## config.mk

```make
export PLATFORM = sky130hd
export DESIGN_NAME = branch_history_table_flat
export DESIGN_NICKNAME = d
export VERILOG_FILES = /design/src/rtl/branch_history_table_if.sv /design/src/rtl/branch_history_table.sv /design/src/flat_wrapper.sv
export SDC_FILE = /design/constraint.sdc
export NUM_CORES = 1
export LEC_CHECK = 0
export CAP_MARGIN = 40
export CORE_ASPECT_RATIO = 1.75
export CORE_UTILIZATION = 55
export DETAILED_ROUTE_END_ITERATION = 10
export PLACE_DENSITY = 0.86
export REMOVE_ABC_BUFFERS = 1
export SETUP_SLACK_MARGIN = 0.05
export SYNTH_ARGS = -nofsm -noshare
export SYNTH_HDL_FRONTEND = slang
export SYNTH_SLANG_ARGS = --single-unit
```

## constraint.sdc

```tcl
create_clock -name clk -period 4.4 [get_ports clk]
set_input_delay 0.44 -clock clk [delete_from_list [all_inputs] [get_ports clk]]
set_output_delay 0.44 -clock clk [all_outputs]
set_load 0.05 [all_outputs]
```

## src/rtl/branch_history_table_if.sv

```systemverilog
// Fetch/execute-side signal bundle for the branch history table.
// The pipeline is the master; the table itself is the slave.
interface branch_history_table_if;
    logic        IF_valid;
    logic [31:0] IF_pc;
    logic [1:0]  IF_branch_prediction;
    logic        IF_predict_taken;
    logic        IF_pred_valid;
    logic        EX_update_valid;
    logic [31:0] EX_pc;
    logic [1:0]  EX_branch_prediction;
    logic        EX_branch_taken;
    logic        ready;
    logic [31:0] branch_count;
    logic [31:0] mispredict_count;

    modport master (
        output IF_valid, IF_pc,
        output EX_update_valid, EX_pc, EX_branch_prediction, EX_branch_taken,
        input  IF_branch_prediction, IF_predict_taken, IF_pred_valid,
        input  ready, branch_count, mispredict_count
    );

    modport slave (
        input  IF_valid, IF_pc,
        input  EX_update_valid, EX_pc, EX_branch_prediction, EX_branch_taken,
        output IF_branch_prediction, IF_predict_taken, IF_pred_valid,
        output ready, branch_count, mispredict_count
    );
endinterface

```

## src/rtl/branch_history_table.sv

```systemverilog
// Per-PC table of 2-bit saturating counters: 1-cycle lookup for fetch, same-edge training
// from EX with a write-first bypass, plus saturating branch / misprediction statistics.
module branch_history_table #(
    parameter int         INDEX_BITS = 6,
    parameter logic [1:0] INIT_STATE = 2'b01
) (
    input logic                   clk,
    input logic                   rst_n,
    branch_history_table_if.slave bus
);
    localparam int ENTRIES = 2 ** INDEX_BITS;

    typedef enum logic {S_INIT, S_RUN} state_t;

    state_t                  state_q, state_d;
    logic [INDEX_BITS-1:0]   sweep_q, sweep_d;
    logic [1:0]              table_q [ENTRIES];
    logic [1:0]              pred_q;
    logic                    pred_valid_q;
    logic [31:0]             branch_q, mispredict_q;

    logic [INDEX_BITS-1:0]   if_idx, ex_idx;
    logic                    run, upd_en, lookup_en, mispredict;
    logic [1:0]              upd_val;

    function automatic logic [1:0] sat_inc(input logic [1:0] v);
        return (v == 2'b11) ? v : v + 2'd1;
    endfunction

    function automatic logic [1:0] sat_dec(input logic [1:0] v);
        return (v == 2'b00) ? v : v - 2'd1;
    endfunction

    assign if_idx     = bus.IF_pc[INDEX_BITS+1:2];
    assign ex_idx     = bus.EX_pc[INDEX_BITS+1:2];
    assign run        = (state_q == S_RUN);
    assign upd_en     = run && bus.EX_update_valid;
    assign lookup_en  = run && bus.IF_valid;
    assign upd_val    = bus.EX_branch_taken ? sat_inc(bus.EX_branch_prediction)
                                            : sat_dec(bus.EX_branch_prediction);
    assign mispredict = bus.EX_branch_prediction[1] != bus.EX_branch_taken;

    // Only the index bits of each PC address the table.
    logic unused_pc_bits;
    assign unused_pc_bits = ^{bus.IF_pc[31:INDEX_BITS+2], bus.IF_pc[1:0],
                              bus.EX_pc[31:INDEX_BITS+2], bus.EX_pc[1:0]};

    // NOTE: every signal written here gets a default first so no latch is inferred.
    always_comb begin
        state_d = state_q;
        sweep_d = sweep_q;
        case (state_q)
            S_INIT: begin
                sweep_d = sweep_q + 1'b1;
                if (&sweep_q) state_d = S_RUN;
            end
            S_RUN:   ;
            default: state_d = S_INIT;
        endcase
    end

    // NOTE: state is updated with non-blocking assignments so every flop samples pre-edge values.
    always_ff @(posedge clk) begin
        if (!rst_n) begin
            state_q      <= S_INIT;
            sweep_q      <= '0;
            pred_q       <= 2'b00;
            pred_valid_q <= 1'b0;
            branch_q     <= '0;
            mispredict_q <= '0;
        end else begin
            state_q      <= state_d;
            sweep_q      <= sweep_d;
            pred_valid_q <= lookup_en;
            if (lookup_en)
                pred_q <= (upd_en && ex_idx == if_idx) ? upd_val : table_q[if_idx];
            if (upd_en) begin
                if (branch_q != '1) branch_q <= branch_q + 32'd1;
                if (mispredict && mispredict_q != '1) mispredict_q <= mispredict_q + 32'd1;
            end
        end
    end

    // NOTE: the table has no reset branch; the INIT sweep fills it, keeping it a plain RAM.
    always_ff @(posedge clk) begin
        if (rst_n) begin
            if (state_q == S_INIT) table_q[sweep_q] <= INIT_STATE;
            else if (upd_en)       table_q[ex_idx]  <= upd_val;
        end
    end

    assign bus.ready                = run;
    assign bus.IF_branch_prediction = pred_q;
    assign bus.IF_predict_taken     = pred_q[1];
    assign bus.IF_pred_valid        = pred_valid_q;
    assign bus.branch_count         = branch_q;
    assign bus.mispredict_count     = mispredict_q;
endmodule
```

## src/flat_wrapper.sv

```systemverilog
// flat-port wrapper written by rule: the top's interface ports become plain ports
module branch_history_table_flat 
#(
    parameter int         INDEX_BITS = 6,
    parameter logic [1:0] INIT_STATE = 2'b01
)
  (clk, rst_n, bus_IF_valid, bus_IF_pc, bus_EX_update_valid, bus_EX_pc, bus_EX_branch_prediction, bus_EX_branch_taken, bus_IF_branch_prediction, bus_IF_predict_taken, bus_IF_pred_valid, bus_ready, bus_branch_count, bus_mispredict_count);
  branch_history_table_if bus_i ();
  input logic clk;
  input logic rst_n;
  input wire logic [$bits(bus_i.IF_valid)-1:0] bus_IF_valid;
  input wire logic [$bits(bus_i.IF_pc)-1:0] bus_IF_pc;
  input wire logic [$bits(bus_i.EX_update_valid)-1:0] bus_EX_update_valid;
  input wire logic [$bits(bus_i.EX_pc)-1:0] bus_EX_pc;
  input wire logic [$bits(bus_i.EX_branch_prediction)-1:0] bus_EX_branch_prediction;
  input wire logic [$bits(bus_i.EX_branch_taken)-1:0] bus_EX_branch_taken;
  output wire logic [$bits(bus_i.IF_branch_prediction)-1:0] bus_IF_branch_prediction;
  output wire logic [$bits(bus_i.IF_predict_taken)-1:0] bus_IF_predict_taken;
  output wire logic [$bits(bus_i.IF_pred_valid)-1:0] bus_IF_pred_valid;
  output wire logic [$bits(bus_i.ready)-1:0] bus_ready;
  output wire logic [$bits(bus_i.branch_count)-1:0] bus_branch_count;
  output wire logic [$bits(bus_i.mispredict_count)-1:0] bus_mispredict_count;
  assign bus_i.IF_valid = bus_IF_valid;
  assign bus_i.IF_pc = bus_IF_pc;
  assign bus_i.EX_update_valid = bus_EX_update_valid;
  assign bus_i.EX_pc = bus_EX_pc;
  assign bus_i.EX_branch_prediction = bus_EX_branch_prediction;
  assign bus_i.EX_branch_taken = bus_EX_branch_taken;
  assign bus_IF_branch_prediction = bus_i.IF_branch_prediction;
  assign bus_IF_predict_taken = bus_i.IF_predict_taken;
  assign bus_IF_pred_valid = bus_i.IF_pred_valid;
  assign bus_ready = bus_i.ready;
  assign bus_branch_count = bus_i.branch_count;
  assign bus_mispredict_count = bus_i.mispredict_count;
  branch_history_table #(.INDEX_BITS(INDEX_BITS), .INIT_STATE(INIT_STATE)) u_core (.clk(clk), .rst_n(rst_n), .bus(bus_i));
endmodule
```

# Word level (Yosys, flattened, before mapping)
# Memories as Yosys holds them, arrays and structs flattened. A register that Yosys moved wholly into a read port is not among the register bits.
# Index checks and enable logic that the tools add are counted.
totals:
  regBits: 72
  ram_bits: 128
  inputBits: 71
  out_inout_bits: 69
  elab_cells: 39
  n_memories: 1
mem_list:
  columns: ["name", "words", "word_bits", "rd", "rd_ports_with_merged_regs", "wr", "line", "rtl"]
  rows:
  - ["u_core.table_q", 64, 2, 1, 1, 1, "branch_history_table.sv:17", "logic [1:0] table_q [ENTRIES];"]
classes:
  add_sub_neg: 5
  n_eq_ne: 4
  muxes: 15
  n_reduce_logical: 9
ops:
  columns: ["op", "count"]
  rows:
  - ["32-bit by 1-bit adder with 32-bit output (second input constant)", 2]
  - ["32-bit inequality test (second input constant)", 2]
  - ["1-bit 2-to-1 mux", 10]
  - ["2-bit 2-to-1 mux", 4]
  - ["6-bit by 1-bit adder with 6-bit output (second input constant)", 1]
  - ["6-bit 2-to-1 mux", 1]
  - ["6-bit AND reduction", 1]
  - ["2-bit AND reduction", 2]
  - ["1-bit logical AND", 3]
  - ["2-bit by 1-bit adder with 2-bit output (second input constant)", 1]
  - ["2-bit == test (second input constant)", 1]
  - ["2-bit zero test", 1]
  - ["2-bit OR reduction", 1]
  - ["2-bit by 1-bit subtractor with 2-bit output (second input constant)", 1]
  - ["1-bit zero test", 1]
  - ["1-bit inequality test", 1]

# Depth between registers and ports, before layout
depth:
  word_depth: 7
  ltp_mapped: 9
  mapped_depth_nobuf: 6

# Worst setup path after synthesis
# Ideal clock, no wire load.
synth_timing:
  path_type: "input port to flip-flop"
  from: "input bus_EX_branch_prediction[0]"
  to: "memory u_core.table_q[0][0], data pin"
  setup_time_ns: 0.712
  t_arrival_ns: 3.135
  t_required_ns: 3.688
  path_slack_ns: 0.553
  path_stages: 3
  n_path_buf: 0
  cell_sequence: "inv_1 -> a21oi_1 -> o21ai_0"
synth_via:
  elab_chain_cells: 4
  elab_cells_between_ends: 8
  classes_between: "add/sub: 2; eq/ne: 1; mux: 4; reduce/logical: 1"
synth_lines:
  columns: ["item", "line", "rtl"]
  rows:
  - ["from (decl)", "flat_wrapper.sv:15", "input wire logic [$bits(bus_i.EX_branch_prediction)-1:0] bus_EX_branch_prediction;"]
  - ["2-bit by 1-bit subtractor with 2-bit output (tied with other cells)", "branch_history_table.sv:31", "return (v == 2'b00) ? v : v - 2'd1;"]
  - ["2-bit 2-to-1 mux (on tied branches)", "branch_history_table.sv:31, branch_history_table.sv:27", null]
  - ["2-bit 2-to-1 mux *", "branch_history_table.sv:39", "assign upd_val = bus.EX_branch_taken ? sat_inc(bus.EX_branch_prediction)"]
  - ["2-bit 2-to-1 mux (no line) *", null, null]
  - ["to (decl)", "branch_history_table.sv:17", null]
# Mark *: on every way between the ends. The rest lies on a longest branch, timed or not.

# Worst setup path after layout
layout_timing:
  from: "register u_core.state_q (netlist: u_core.bus.ready)"
  to: "memory u_core.table_q[24][0], enable pin"
layout_via:
  elab_chain_cells: 7
  elab_cells_between_ends: 11
  classes_between: "mux: 9; reduce/logical: 2"
layout_lines:
  columns: ["item", "line", "rtl"]
  rows:
  - ["from (decl)", "branch_history_table.sv:15", "state_t state_q, state_d;"]
  - ["from (signal assigned)", "branch_history_table.sv:72", "state_q <= state_d;"]
  - ["1-bit logical AND", "branch_history_table.sv:37", "assign upd_en = run && bus.EX_update_valid;"]
  - ["1-bit 2-to-1 mux", "branch_history_table.sv:88", "else if (upd_en) table_q[ex_idx] <= upd_val;"]
  - ["1-bit 2-to-1 mux", "branch_history_table.sv:87", "if (state_q == S_INIT) table_q[sweep_q] <= INIT_STATE;"]
  - ["1-bit 2-to-1 mux", "branch_history_table.sv:86", "if (rst_n) begin"]
  - ["1-bit 2-to-1 mux (implied by the code)", "branch_history_table.sv:88", null]
  - ["2-bit OR reduction (no line)", null, null]
  - ["6-bit 2-to-1 mux (no line) or 1-bit 2-to-1 mux (tied branches)", null, null]
# Several ways; a longest one is shown, not always the timed one.

==> flow_metrics.env <==
export IMPL_dpl_instance_area_um2=10500
export IMPL_syn_area_um2=9400
export IMPL_rsz0062_at_grt="no"
export IMPL_drtPass1Iterations=5
export IMPL_status="finished, final reports clean"
export IMPL_ant_nets=0
export IMPL_synth_top_family_by_area="simple AND/OR/NAND/NOR gates"
export IMPL_fin_area_um2=11200
export IMPL_critPathKind="register to register"
export IMPL_ctsHoldBuffers=0
export IMPL_p_comb_frac=0.038
export IMPL_rows=62
export IMPL_slew_violations=0
export IMPL_endpoint_kind="register"
export IMPL_p_clk_frac=0.461
export IMPL_finalNetCount=939
export IMPL_htreeDepth=1
export IMPL_clk_pin_slew_ps=70
export IMPL_die_h_um=175
export IMPL_switchingPower_w=0.000822
export IMPL_start_util=0.566
export IMPL_gp_congestion=0.847
export IMPL_cts_buffers_inserted=19
export IMPL_power_density_nw_per_um2=358
export IMPL_antenna_cells=0
export IMPL_tightestPinTransition_ps=844
export IMPL_fmax_ghz=0.328
export IMPL_cts_resized=0
export IMPL_synthMuxAreaShare=0.0958
export IMPL_root_buffer="clkbuf_16"
export IMPL_synth_compound_area_frac=0.0720
export IMPL_drive_gt1_frac=0.101
export IMPL_ioPinCount=140
export IMPL_fin_tns_setup_ps=0
export IMPL_synthSimpleGateAreaFrac=0.193
export IMPL_synth_edf_count=128
export IMPL_wl_per_cell_um=19.4
export IMPL_mostFrequentLayoutCells="edfxtp_1 (128), clkdlybuf4s50_1 (85), nor2_1 (74), dfxtp_1 (74), nand2_1 (57)"
export IMPL_die_w_um=101
export IMPL_p_int_w=0.00317
export IMPL_grt_total_usage=0.246
export IMPL_hold_slack_ps=325
export IMPL_sw_frac_of_total=0.206
export IMPL_wirelength_mm=21.4
export IMPL_slew_headroom=0.432
export IMPL_cts_setup_buffers=0
export IMPL_grt_max_degree=85
export IMPL_cts_tree="yes"
export IMPL_start_kind="register"
export IMPL_drc=0
export IMPL_fin_crit_ps=3050
export IMPL_required_ps=4570
export IMPL_crit_arrival_ps=3220
export IMPL_clock_skew_ps=25.7
export IMPL_seqPwrFrac=0.501
export IMPL_via_per_inst=6.03
export IMPL_min_path_type="primary input to register"
export IMPL_portBuffers=87
export IMPL_place_hpwl_mm=14.5
export IMPL_ir_drop_mv=0.300
export IMPL_hold_viol=0
export IMPL_avgSynthCellArea_um2=11.9
export IMPL_finalSetupViolCount=0
export IMPL_clk_insertion_delay_late_ps=500
export IMPL_layout_commonest_cell="edfxtp_1"
export IMPL_ys_flop_type="edfxtp_1"
export IMPL_drtIter0Drc=512
export IMPL_core_region_area_um2=16600
export IMPL_grt_overflow=0
export IMPL_clock_sinks=202
export IMPL_grt_pass1_wl_mm=33.6
export IMPL_synth_cell_types=61
export IMPL_cap_violations=0
export IMPL_syn_to_final_growth_pct=18.7
export IMPL_antenna_found_initial=0
export IMPL_fin_util=0.672
export IMPL_async_flop_share=0
export IMPL_grt_pass1_vias=6781
export IMPL_worstPathMaxFanout=19
export IMPL_finalCritPeriodShare=0.693
export IMPL_power_leakage_nw=3.89
export IMPL_ys_seq_elements=202
export IMPL_fill_cells=1249
export IMPL_ys_seq_area_frac=0.566
export IMPL_cts_path_max_buffers=3
export IMPL_num_vias=6647
export IMPL_synthCells=788
export IMPL_synthXorXnorAreaFrac=0.0447
export IMPL_dieArea_um2=17600
export IMPL_ys_warn_count=0
export IMPL_yosys_area_share_adder=0.00399
==> per-layer routing <==
metal  vias up  share of wire  global-route usage
met3        63          0.073              0.0492
met2       259           0.54               0.455
met1      3228           0.35               0.263
met5         -              0                   0
li1       3097              -                   -
met4         0          0.039               0.111
==> flip-flops by register name, summed over array words and instances, names as in the netlist <==
signal and flops:
u_core.bus.IF_branch_prediction 2, u_core.bus.IF_pred_valid 1, u_core.bus.branch_count 32, u_core.bus.mispredict_count 32
u_core.bus.ready 1, u_core.sweep_q 6, u_core.table_q 128
==> stage by stage <==
step                total power [W]  std cells  setup WS, ps
global placement            0.00219       1067          1190
floorplan                   0.00211        748           475
detailed placement          0.00219       1068          1160
finish                      0.00400       1102          1350
global route                0.00409       1102          1110
CTS                         0.00402       1102          1440
==> logic make-up after synthesis <==
logic type               after synthesis
buffers and inverters                 49
multiplexers                          52
adder cells (fa/ha/maj)                3
flip-flops                           202
AND/OR/NAND/NOR                      339
XOR/XNOR                              48
AO/OA/AOI/OAI                         95
==> cell usage after synthesis, drive strengths merged (2+ instances only) <==
library cell | instances | area share
a211oi | 7 | 0.0056
a21boi | 13 | 0.010
a21oi | 7 | 0.0037
a221oi | 3 | 0.0028
a22oi | 3 | 0.0024
a31oi | 3 | 0.0020
and2 | 51 | 0.034
and3 | 10 | 0.0067
and4 | 10 | 0.0096
buf | 17 | 0.011
clkbuf | 23 | 0.0092
dfxtp | 74 | 0.16
edfxtp | 128 | 0.41
ha | 3 | 0.0040
inv | 9 | 0.0036
mux2 | 4 | 0.0048
mux2i | 18 | 0.019
mux4 | 30 | 0.072
nand2 | 57 | 0.023
nand2b | 20 | 0.013
nand3 | 42 | 0.022
nand3b | 4 | 0.0032
nand4 | 22 | 0.017
nand4b | 3 | 0.0028
nor2 | 74 | 0.030
nor2b | 6 | 0.0040
nor3 | 11 | 0.0064
nor3b | 2 | 0.0016
nor4 | 8 | 0.0060
o211ai | 7 | 0.0056
o21a | 7 | 0.0056
o21ai | 18 | 0.011
o221ai | 2 | 0.0019
o22ai | 3 | 0.0020
o31a | 2 | 0.0019
o31ai | 12 | 0.0096
or3 | 10 | 0.0067
or4 | 7 | 0.0056
xnor2 | 31 | 0.029
xor2 | 17 | 0.016
==> area by class of cell <==
class | instances | area (um^2) | area share
Clock inverter | 14 | 221 | 0.0198
Sequential cell | 202 | 5330 | 0.477
Clock buffer | 20 | 489 | 0.0438
Tap cell | 224 | 280 | 0.0251
Multi-Input combinational cell | 537 | 3880 | 0.347
Inverter | 9 | 33.8 | 0.00303
Timing Repair Buffer | 96 | 936 | 0.0838
==> worst paths after layout <==
kind	slack (ps)	from	cells past startpoint	endpoint
max	1350	u_core.bus.ready	5	u_core.table_q[24][0]
min	320	rst_n	3	u_core.bus.IF_branch_prediction[1]
max reg2reg	1350	u_core.bus.ready	5	u_core.table_q[24][0]
min reg2reg	480	u_core.bus.IF_branch_prediction[0]	2	u_core.bus.IF_branch_prediction[0]
==> critical path, stage by stage (launching register included) <==
cell and delay [ps]:
dfxtp_1 740, nand3_1 690, or3_1 560, o31ai_1 100, nand2_1 340, nor2_1 300
==> power groups by stage <==
| stage | logic, W | clock network (W) | registers [W] |
|---|---|---|---|
| after floorplan | 0.0000714 | 0 | 0.00204 |
| after CTS | 0.000153 | 0.00187 | 0.00200 |
| after global placement | 0.000147 | 0 | 0.00204 |
| after detailed placement | 0.000150 | 0 | 0.00204 |
| after global routing | 0.000163 | 0.00193 | 0.00200 |
| final | 0.000153 | 0.00184 | 0.00200 |
No activity file was read; power rests on OpenSTA's default activity.
